==> src/rtl/pc_gen_pkg.sv <==
// Shared constants and state encoding for the PC generation stage.
package pc_gen_pkg;

  localparam int          PC_W     = 64;
  localparam logic [63:0] PC_START = 64'h8000_0000;
  localparam int          PC_STEP  = 4;

  typedef enum logic [1:0] {
    ST_BOOT = 2'd0,
    ST_RUN  = 2'd1
  } pc_state_e;

endpackage

==> src/rtl/pc_redir_arb.sv <==
// Combinational redirect select: a trap redirect beats a branch redirect.
module pc_redir_arb
  import pc_gen_pkg::*;
#(
  parameter int ADDR_W = PC_W
) (
  input  logic              i_br_redir,
  input  logic [ADDR_W-1:0] i_br_tgt,
  input  logic              i_trap_redir,
  input  logic [ADDR_W-1:0] i_trap_tgt,
  output logic              o_redir,
  output logic [ADDR_W-1:0] o_redir_tgt
);

  assign o_redir     = i_trap_redir | i_br_redir;
  assign o_redir_tgt = i_trap_redir ? i_trap_tgt : i_br_tgt;

endmodule

==> src/rtl/pc_gen.sv <==
// Fetch PC generator: boot delay, sequential +4 stepping, branch/trap redirect.
// Optional macro PC_ALIGN_CHK_EN passes misaligned targets through and flags them.
module pc_gen
  import pc_gen_pkg::*;
#(
  parameter int                ADDR_W     = PC_W,
  parameter logic [ADDR_W-1:0] START_ADDR = ADDR_W'(PC_START),
  parameter int                BOOT_DELAY = 4
) (
  input  logic              clk,
  input  logic              reset,
  input  logic              ready_i,
  input  logic              br_redir_i,
  input  logic [ADDR_W-1:0] br_tgt_i,
  input  logic              trap_redir_i,
  input  logic [ADDR_W-1:0] trap_tgt_i,
  output logic              valid_o,
  output logic [ADDR_W-1:0] pc_o,
  output logic              brch_sel_o,
  output logic              misalign_o
);

  // valid_o/ready_i: a PC transfers on any edge where both are high; pc_o is
  // stable while valid_o=1 and ready_i=0 except when a redirect replaces it.

  localparam int CNT_W = (BOOT_DELAY > 0) ? $clog2(BOOT_DELAY + 1) : 1;

  pc_state_e         r_state;
  logic [CNT_W-1:0]  r_cnt;
  logic              r_valid;
  logic [ADDR_W-1:0] r_pc;
  logic              r_brch;
  logic              r_mis;

  logic              w_redir;
  logic [ADDR_W-1:0] w_redir_tgt;
  logic [ADDR_W-1:0] w_load_tgt;
  logic [ADDR_W-1:0] w_pc_next;
  logic              w_fire;
  logic              w_tgt_mis;
  logic              w_step_mis;

  pc_redir_arb #(.ADDR_W(ADDR_W)) u_arb (
    .i_br_redir   (br_redir_i),
    .i_br_tgt     (br_tgt_i),
    .i_trap_redir (trap_redir_i),
    .i_trap_tgt   (trap_tgt_i),
    .o_redir      (w_redir),
    .o_redir_tgt  (w_redir_tgt)
  );

  assign w_fire    = r_valid & ready_i;
  assign w_pc_next = r_pc + ADDR_W'(PC_STEP);

`ifdef PC_ALIGN_CHK_EN
  assign w_load_tgt = w_redir_tgt;
  assign w_tgt_mis  = |w_redir_tgt[1:0];
  assign w_step_mis = |w_pc_next[1:0];
`else
  assign w_load_tgt = w_redir_tgt & ~ADDR_W'(3);
  assign w_tgt_mis  = 1'b0;
  assign w_step_mis = 1'b0;
`endif

  // A redirect overrides both the boot countdown and any sequential step.
  always_ff @(posedge clk) begin
    if (reset) begin
      r_state <= ST_BOOT;
      r_cnt   <= CNT_W'(BOOT_DELAY);
      r_valid <= 1'b0;
      r_pc    <= START_ADDR;
      r_brch  <= 1'b0;
      r_mis   <= 1'b0;
    end else if (w_redir) begin
      r_state <= ST_RUN;
      r_cnt   <= '0;
      r_valid <= 1'b1;
      r_pc    <= w_load_tgt;
      r_brch  <= 1'b1;
      r_mis   <= w_tgt_mis;
    end else begin
      case (r_state)
        ST_BOOT: begin
          if (r_cnt == '0) begin
            r_state <= ST_RUN;
            r_valid <= 1'b1;
          end else begin
            r_cnt <= r_cnt - CNT_W'(1);
          end
        end
        ST_RUN: begin
          if (w_fire) begin
            r_pc   <= w_pc_next;
            r_brch <= 1'b0;
            r_mis  <= w_step_mis;
          end
        end
        default: begin
          r_state <= ST_BOOT;
          r_valid <= 1'b0;
        end
      endcase
    end
  end

  assign valid_o    = r_valid;
  assign pc_o       = r_pc;
  assign brch_sel_o = r_brch;
  assign misalign_o = r_mis;

endmodule

==> config.mk <==
export PLATFORM = sky130hd
export DESIGN_NAME = pc_gen
export DESIGN_NICKNAME = d
export VERILOG_FILES = /design/src/rtl/pc_gen_pkg.sv /design/src/rtl/pc_redir_arb.sv /design/src/rtl/pc_gen.sv
export SDC_FILE = /design/constraint.sdc
export NUM_CORES = 1
export LEC_CHECK = 0
export CORE_MARGIN = 3
export CORE_UTILIZATION = 45
export DETAILED_ROUTE_END_ITERATION = 6
export PLACE_DENSITY = 0.83
export SKIP_CTS_REPAIR_TIMING = 1
export SYNTH_ARGS = -nofsm -noshare
export SYNTH_HDL_FRONTEND = slang
export SYNTH_SLANG_ARGS = --single-unit
==> constraint.sdc <==
create_clock -name clk -period 7.6 [get_ports clk]
set_input_delay 1.52 -clock clk [delete_from_list [all_inputs] [get_ports clk]]
set_output_delay 1.52 -clock clk [all_outputs]
set_load 0.005 [all_outputs]
# Yosys cells after proc, flatten, opt, wreduce, memory -nomap -nowiden
# Index checks and enable logic that the tools add are counted.
op_classes:
  n_addsub: 2
  eq_ne: 5
  mux: 16
  bitwise: 4
  reduce_logical: 12
ops:
  columns: ["operator", "count"]
  rows:
  - ["2-to-1 mux 64 bit", 4]
  - ["adder 64 x 3 -> 64 bit (second input constant)", 1]
  - ["AND reduction 2 bit", 6]
  - ["2-to-1 mux 3 bit", 3]
  - ["2-to-1 mux 1 bit", 6]
  - ["nonzero test 2 bit", 3]
  - ["!= test 2 x 1 -> 1 bit (second input constant)", 2]
  - ["one-hot mux 2 bit (2 select lines)", 1]
  - ["zero test 3 bit", 1]
  - ["!= test 3 x 2 -> 1 bit (second input constant)", 1]
  - ["subtractor 3 x 1 -> 3 bit (second input constant)", 1]
  - ["== test 2 x 1 -> 1 bit (second input constant)", 1]
  - ["zero test 2 bit", 1]
  - ["2-to-1 mux 2 bit", 1]
  - ["!= test 2 bit (second input constant)", 1]
  - ["NOT 1 bit", 2]
  - ["one-hot mux 1 bit (2 select lines)", 1]
  - ["OR reduction 2 bit", 1]
  - ["bitwise AND 1 bit", 1]
  - ["bitwise OR 1 bit", 1]
totals:
  register_bits: 71
  out_inout_bits: 67

# Depth between registers and ports, before layout
logic_depth:
  depth_word: 4
  ltp_mapped: 9
  mapped_depth_nobuf: 7

# By module
# Synthesis repeated with hierarchy kept, for this count alone.
unflattened:
  hier_cells: 553
  hier_area_um2: 4959.8
modules_own_cells:
  columns: ["module", "instances", "cells_per_inst", "area_per_inst_um2"]
  rows:
  - ["pc_gen", 1, 481, 3976.3]
  - ["pc_redir_arb", 1, 72, 983.4]

# Least setup slack after synthesis
# No wires, ideal clock.
synth_timing:
  kind: "input -> register"
  from: "input port trap_redir_i"
  to: "register r_pc[54], in the netlist pc_o[54]"
  setup_ns: 0.077
  arrival_ns: 2.819
  t_required_ns: 7.523
  slack_ns: 4.704
  path_stages: 6
  path_buffers: 4
  cell_sequence: "clkbuf_1 > clkbuf_1 > clkbuf_1 > clkbuf_1 > a21oi_1 > o22ai_1"
synth_via:
  elab_chain_len: 3
  word_cells_on_any_way: 6
  classes_between: "mux: 2; bitwise: 1; reduce/logical: 3"
synth_lines:
  columns: ["item", "line", "text"]
  rows:
  - ["from (decl)", "pc_gen.sv:15", "input logic trap_redir_i,"]
  - ["bitwise OR 1 bit", "pc_redir_arb.sv:15", "assign o_redir = i_trap_redir | i_br_redir;"]
  - ["nonzero test 2 bit (no source line)", null, null]
  - ["AND reduction 2 bit (no source line)", null, null]
  - ["to (signal assigned)", "pc_gen.sv:78", "r_pc <= w_load_tgt;"]
  - ["to (signal assigned)", "pc_gen.sv:93", "r_pc <= w_pc_next;"]
  - ["to (decl)", "pc_gen.sv:31", "logic [ADDR_W-1:0] r_pc;"]
# Parallel ways exist; a longest one is shown, timed or not.
# A chain may end at the register's enable or synchronous reset.

# Worst setup path after layout
layout_timing:
  from: "input port ready_i"
  to: "register r_pc[47], in the netlist pc_o[47]"
layout_via:
  elab_chain_len: 3
layout_lines:
  columns: ["item", "line", "text"]
  rows:
  - ["from (decl)", "pc_gen.sv:12", "input logic ready_i,"]
  - ["bitwise AND 1 bit", "pc_gen.sv:52", "assign w_fire = r_valid & ready_i;"]
  - ["nonzero test 2 bit (no source line)", null, null]
  - ["AND reduction 2 bit (no source line)", null, null]
# Every way passes these cells.

==> results.json <==
{
  "crit_type": "input port to register",
  "yosysMostFrequentCell": "nor2_1",
  "grt_first_pass_wirelength_um": 31800,
  "reg2regPathDepth": 6,
  "core_area_um2": 10500,
  "post-route-util_pct": 67.4,
  "whs_endpoint": "r_cnt[1]$_SDFFE_PP0N_",
  "track_usage_pct": 31.2,
  "pre_cts_ws_ns": 3.18,
  "status": "finished clean",
  "firstDrtPassIters": 5,
  "synth_cell_type_count": 60,
  "insertion_delay_ns": 0.36,
  "ir_drop_mv": 0.106,
  "tns_ns": 0,
  "routed_wl_um": 19800,
  "endpoint_kind": "register",
  "setup_viol": 0,
  "maxCapViolCount": 0,
  "grt_max_degree": 77,
  "min_period_ns": 4.10,
  "yosys-top-cells-count": "nor2_1 (92), a21oi_1 (73), nand2_1 (73)",
  "pwr_density_cell_nw_per_um2": 148,
  "fin_skew_ns": 0.0114,
  "wl_per_cell_um": 19.5,
  "cp_slowest_cell": "and2_1",
  "synth_top_area_share_pct": 27.2,
  "place.gp.congestion": 0.914,
  "avgSynthCellArea_um2": 6.87,
  "critical_path.cell_chain": "clkdlybuf4s50_1 -> and2_1 -> nand2_1 -> o41a_1 -> a21oi_1",
  "drive_above_1_share_pct": 4.76,
  "cp_max_fo": 22,
  "crit_path_max_incr_delay_ns": 0.86,
  "hold_path_depth": 2,
  "start_kind": "input port",
  "grt_pass1_vias": 6090,
  "syn-cell-area_um2": 4930,
  "slew_violations": 0,
  "root_buffer": "clkbuf_8",
  "final.setup.worst_slack_ns": 3.50,
  "cts.sinks": 67,
  "synth_edf_count": 0,
  "ioPinCount": 200,
  "hp-start": "r_cnt[1]$_SDFFE_PP0N_",
  "postLayoutCellArea_um2": 7080,
  "initialDrtViolationCount": 653,
  "hpwl_um": 13900,
  "routed_via_density": 6.25,
  "r2r-start": "pc_o[14]$_SDFFE_PP0P_",
  "die_h_um": 111,
  "cts_made_buffers": 9,
  "min_path_type": "register to register",
  "die_area_um2": 12300,
  "synth.area.top_cells": "dfxtp_1 (27%), a21oi_1 (7.4%), nor2_1 (7.0%)",
  "htreeDepth": 3,
  "finalPower_mw": 1.05,
  "post-place-cells": 1003,
  "ys_async_sr_fraction_pct": 0,
  "vias": 6368,
  "fmax_ghz": 0.244,
  "synth_warnings": 0,
  "period_share_pct": 53.9,
  "area_growth_pct": 43.6,
  "hold_viol_final": 0,
  "num-nets-final": 1014,
  "portBuffers": 192,
  "antenna_left": 0,
  "grt_setup_unrepaired": "false",
  "hold_ws_ns": 0.510,
  "netlist_instances": 718,
  "fp.dieW_um": 111,
  "clk_path_buf_depth": 2,
  "cp_data_required_time_ns": 7.88,
  "nFillCells": 910,
  "r2r-end": "pc_o[57]$_SDFFE_PP0P_",
  "worst_slew_pin_slew_ns": 1.11,
  "antenna_found_initial": 0,
  "crit_arrival_ns": 4.38,
  "ys.flop_type": "dfxtp_1",
  "synth-seq-cells": 67,
  "clk_pin_slew_ns": 0.09,
  "num_antenna_cells": 0,
  "cts_tree": "yes",
  "worst_slew_margin_rel_pct": 25.7,
  "final_cells": 1019,
  "route.detailed.drc": 0,
  "yosysSeqAreaShare_pct": 27.2,
  "initial_core_util_pct": 46.9,
  "fp-row-count": 37,
  "rrSetupSlack_ns": 4.71,
  "grt_overflow": 0,
  "p_leak_nw": 2.48,
  "yosysTopAreaCell": "dfxtp_1",
  "postPlaceCellArea_um2": 6860
}
## cells by family after synthesis
family                     after synthesis  synth area share [%]
adders and majority gates                3                 0.761
DFF                                     67                  27.2
and+or+nand+nor                        319                  31.6
muxes                                   14                  2.87
xor gates and xnor gates                18                  3.20
AOI/OAI and AO/OA                      232                  29.0
buffers and inverters                   64                  5.30
other                                    1                0.0760
## power by group
part	internal, mW	total, mW	leakage [nW]	switching [mW]
combinational	0.159	0.280	1.82	0.121
clock	0.186	0.345	0.103	0.159
sequential	0.379	0.426	0.556	0.0467
total	0.723	1.05	2.48	0.327
## worst max path at each step
stage                            start                     to  slack [ns]  cells after the start
final                          ready_i  pc_o[47]$_SDFFE_PP0P_        3.50                      5
after CTS                      ready_i  pc_o[51]$_SDFFE_PP0P_        3.56                      4
after floorplan           trap_redir_i  pc_o[54]$_SDFFE_PP0P_        4.70                      6
after global routing           ready_i  pc_o[55]$_SDFFE_PP0P_        3.32                      5
after detailed placement       ready_i  pc_o[51]$_SDFFE_PP0P_        3.18                      4
after global placement         ready_i  pc_o[51]$_SDFFE_PP0P_        3.21                      4
## registers in the layout (all words and copies together), names as in the netlist
| signal | cells |
|---|---|
| pc_o | 62 |
| valid_o | 1 |
| r_cnt | 3 |
| brch_sel_o | 1 |
## worst max-delay path: cells and delay by family
family	cells	cell delay (ns)
buffers and inverters	1	0.49
AOI/OAI and AO/OA	2	0.73
and+or+nand+nor	2	1.63
## cell usage in the layout, fill, tap and decap left out, types with 4 or more instances in the layout
master           instances
clkdlybuf4s50_1        190
nor2_1                  91
nand2_1                 73
a21oi_1                 73
o21ai_0                 68
dfxtp_1                 67
nand3_1                 32
nor3_1                  31
nand4_1                 20
and3_1                  16
a211oi_1                16
o22ai_1                 15
mux2i_1                 13
nor4_1                  12
or3_1                   12
xnor2_1                 11
inv_1                   10
clkbuf_8                 9
buf_4                    8
and2_1                   7
a31oi_1                  7
xor2_1                   7
o2bb2ai_1                7
a221oi_1                 6
a31o_2                   5
a2111oi_0                5
and4_1                   5
or4_1                    4
o211ai_1                 4
## area by class of cell
class | count | area, um^2 | area share [%]
Timing Repair Buffer | 200 | 1970 | 27.8
Clock inverter | 6 | 88.8 | 1.25
Clock buffer | 10 | 128 | 1.80
Sequential cell | 67 | 1340 | 18.9
Inverter | 11 | 41.3 | 0.583
Tap cell | 136 | 170 | 2.40
Multi-Input combinational cell | 589 | 3340 | 47.2
## routing by layer
| metal | vias to the layer above | track usage [%] | wire length (um) |
|---|---|---|---|
| met2 | 379 | 50.2 | 9240 |
| met1 | 2971 | 41.9 | 8220 |
| met4 | 0 | 9.69 | 426 |
| met5 | - | 0 | 0 |
| li1 | 2978 | - | - |
| met3 | 40 | 6.39 | 1960 |
Note: power is estimated with default switching activity, not from simulation.
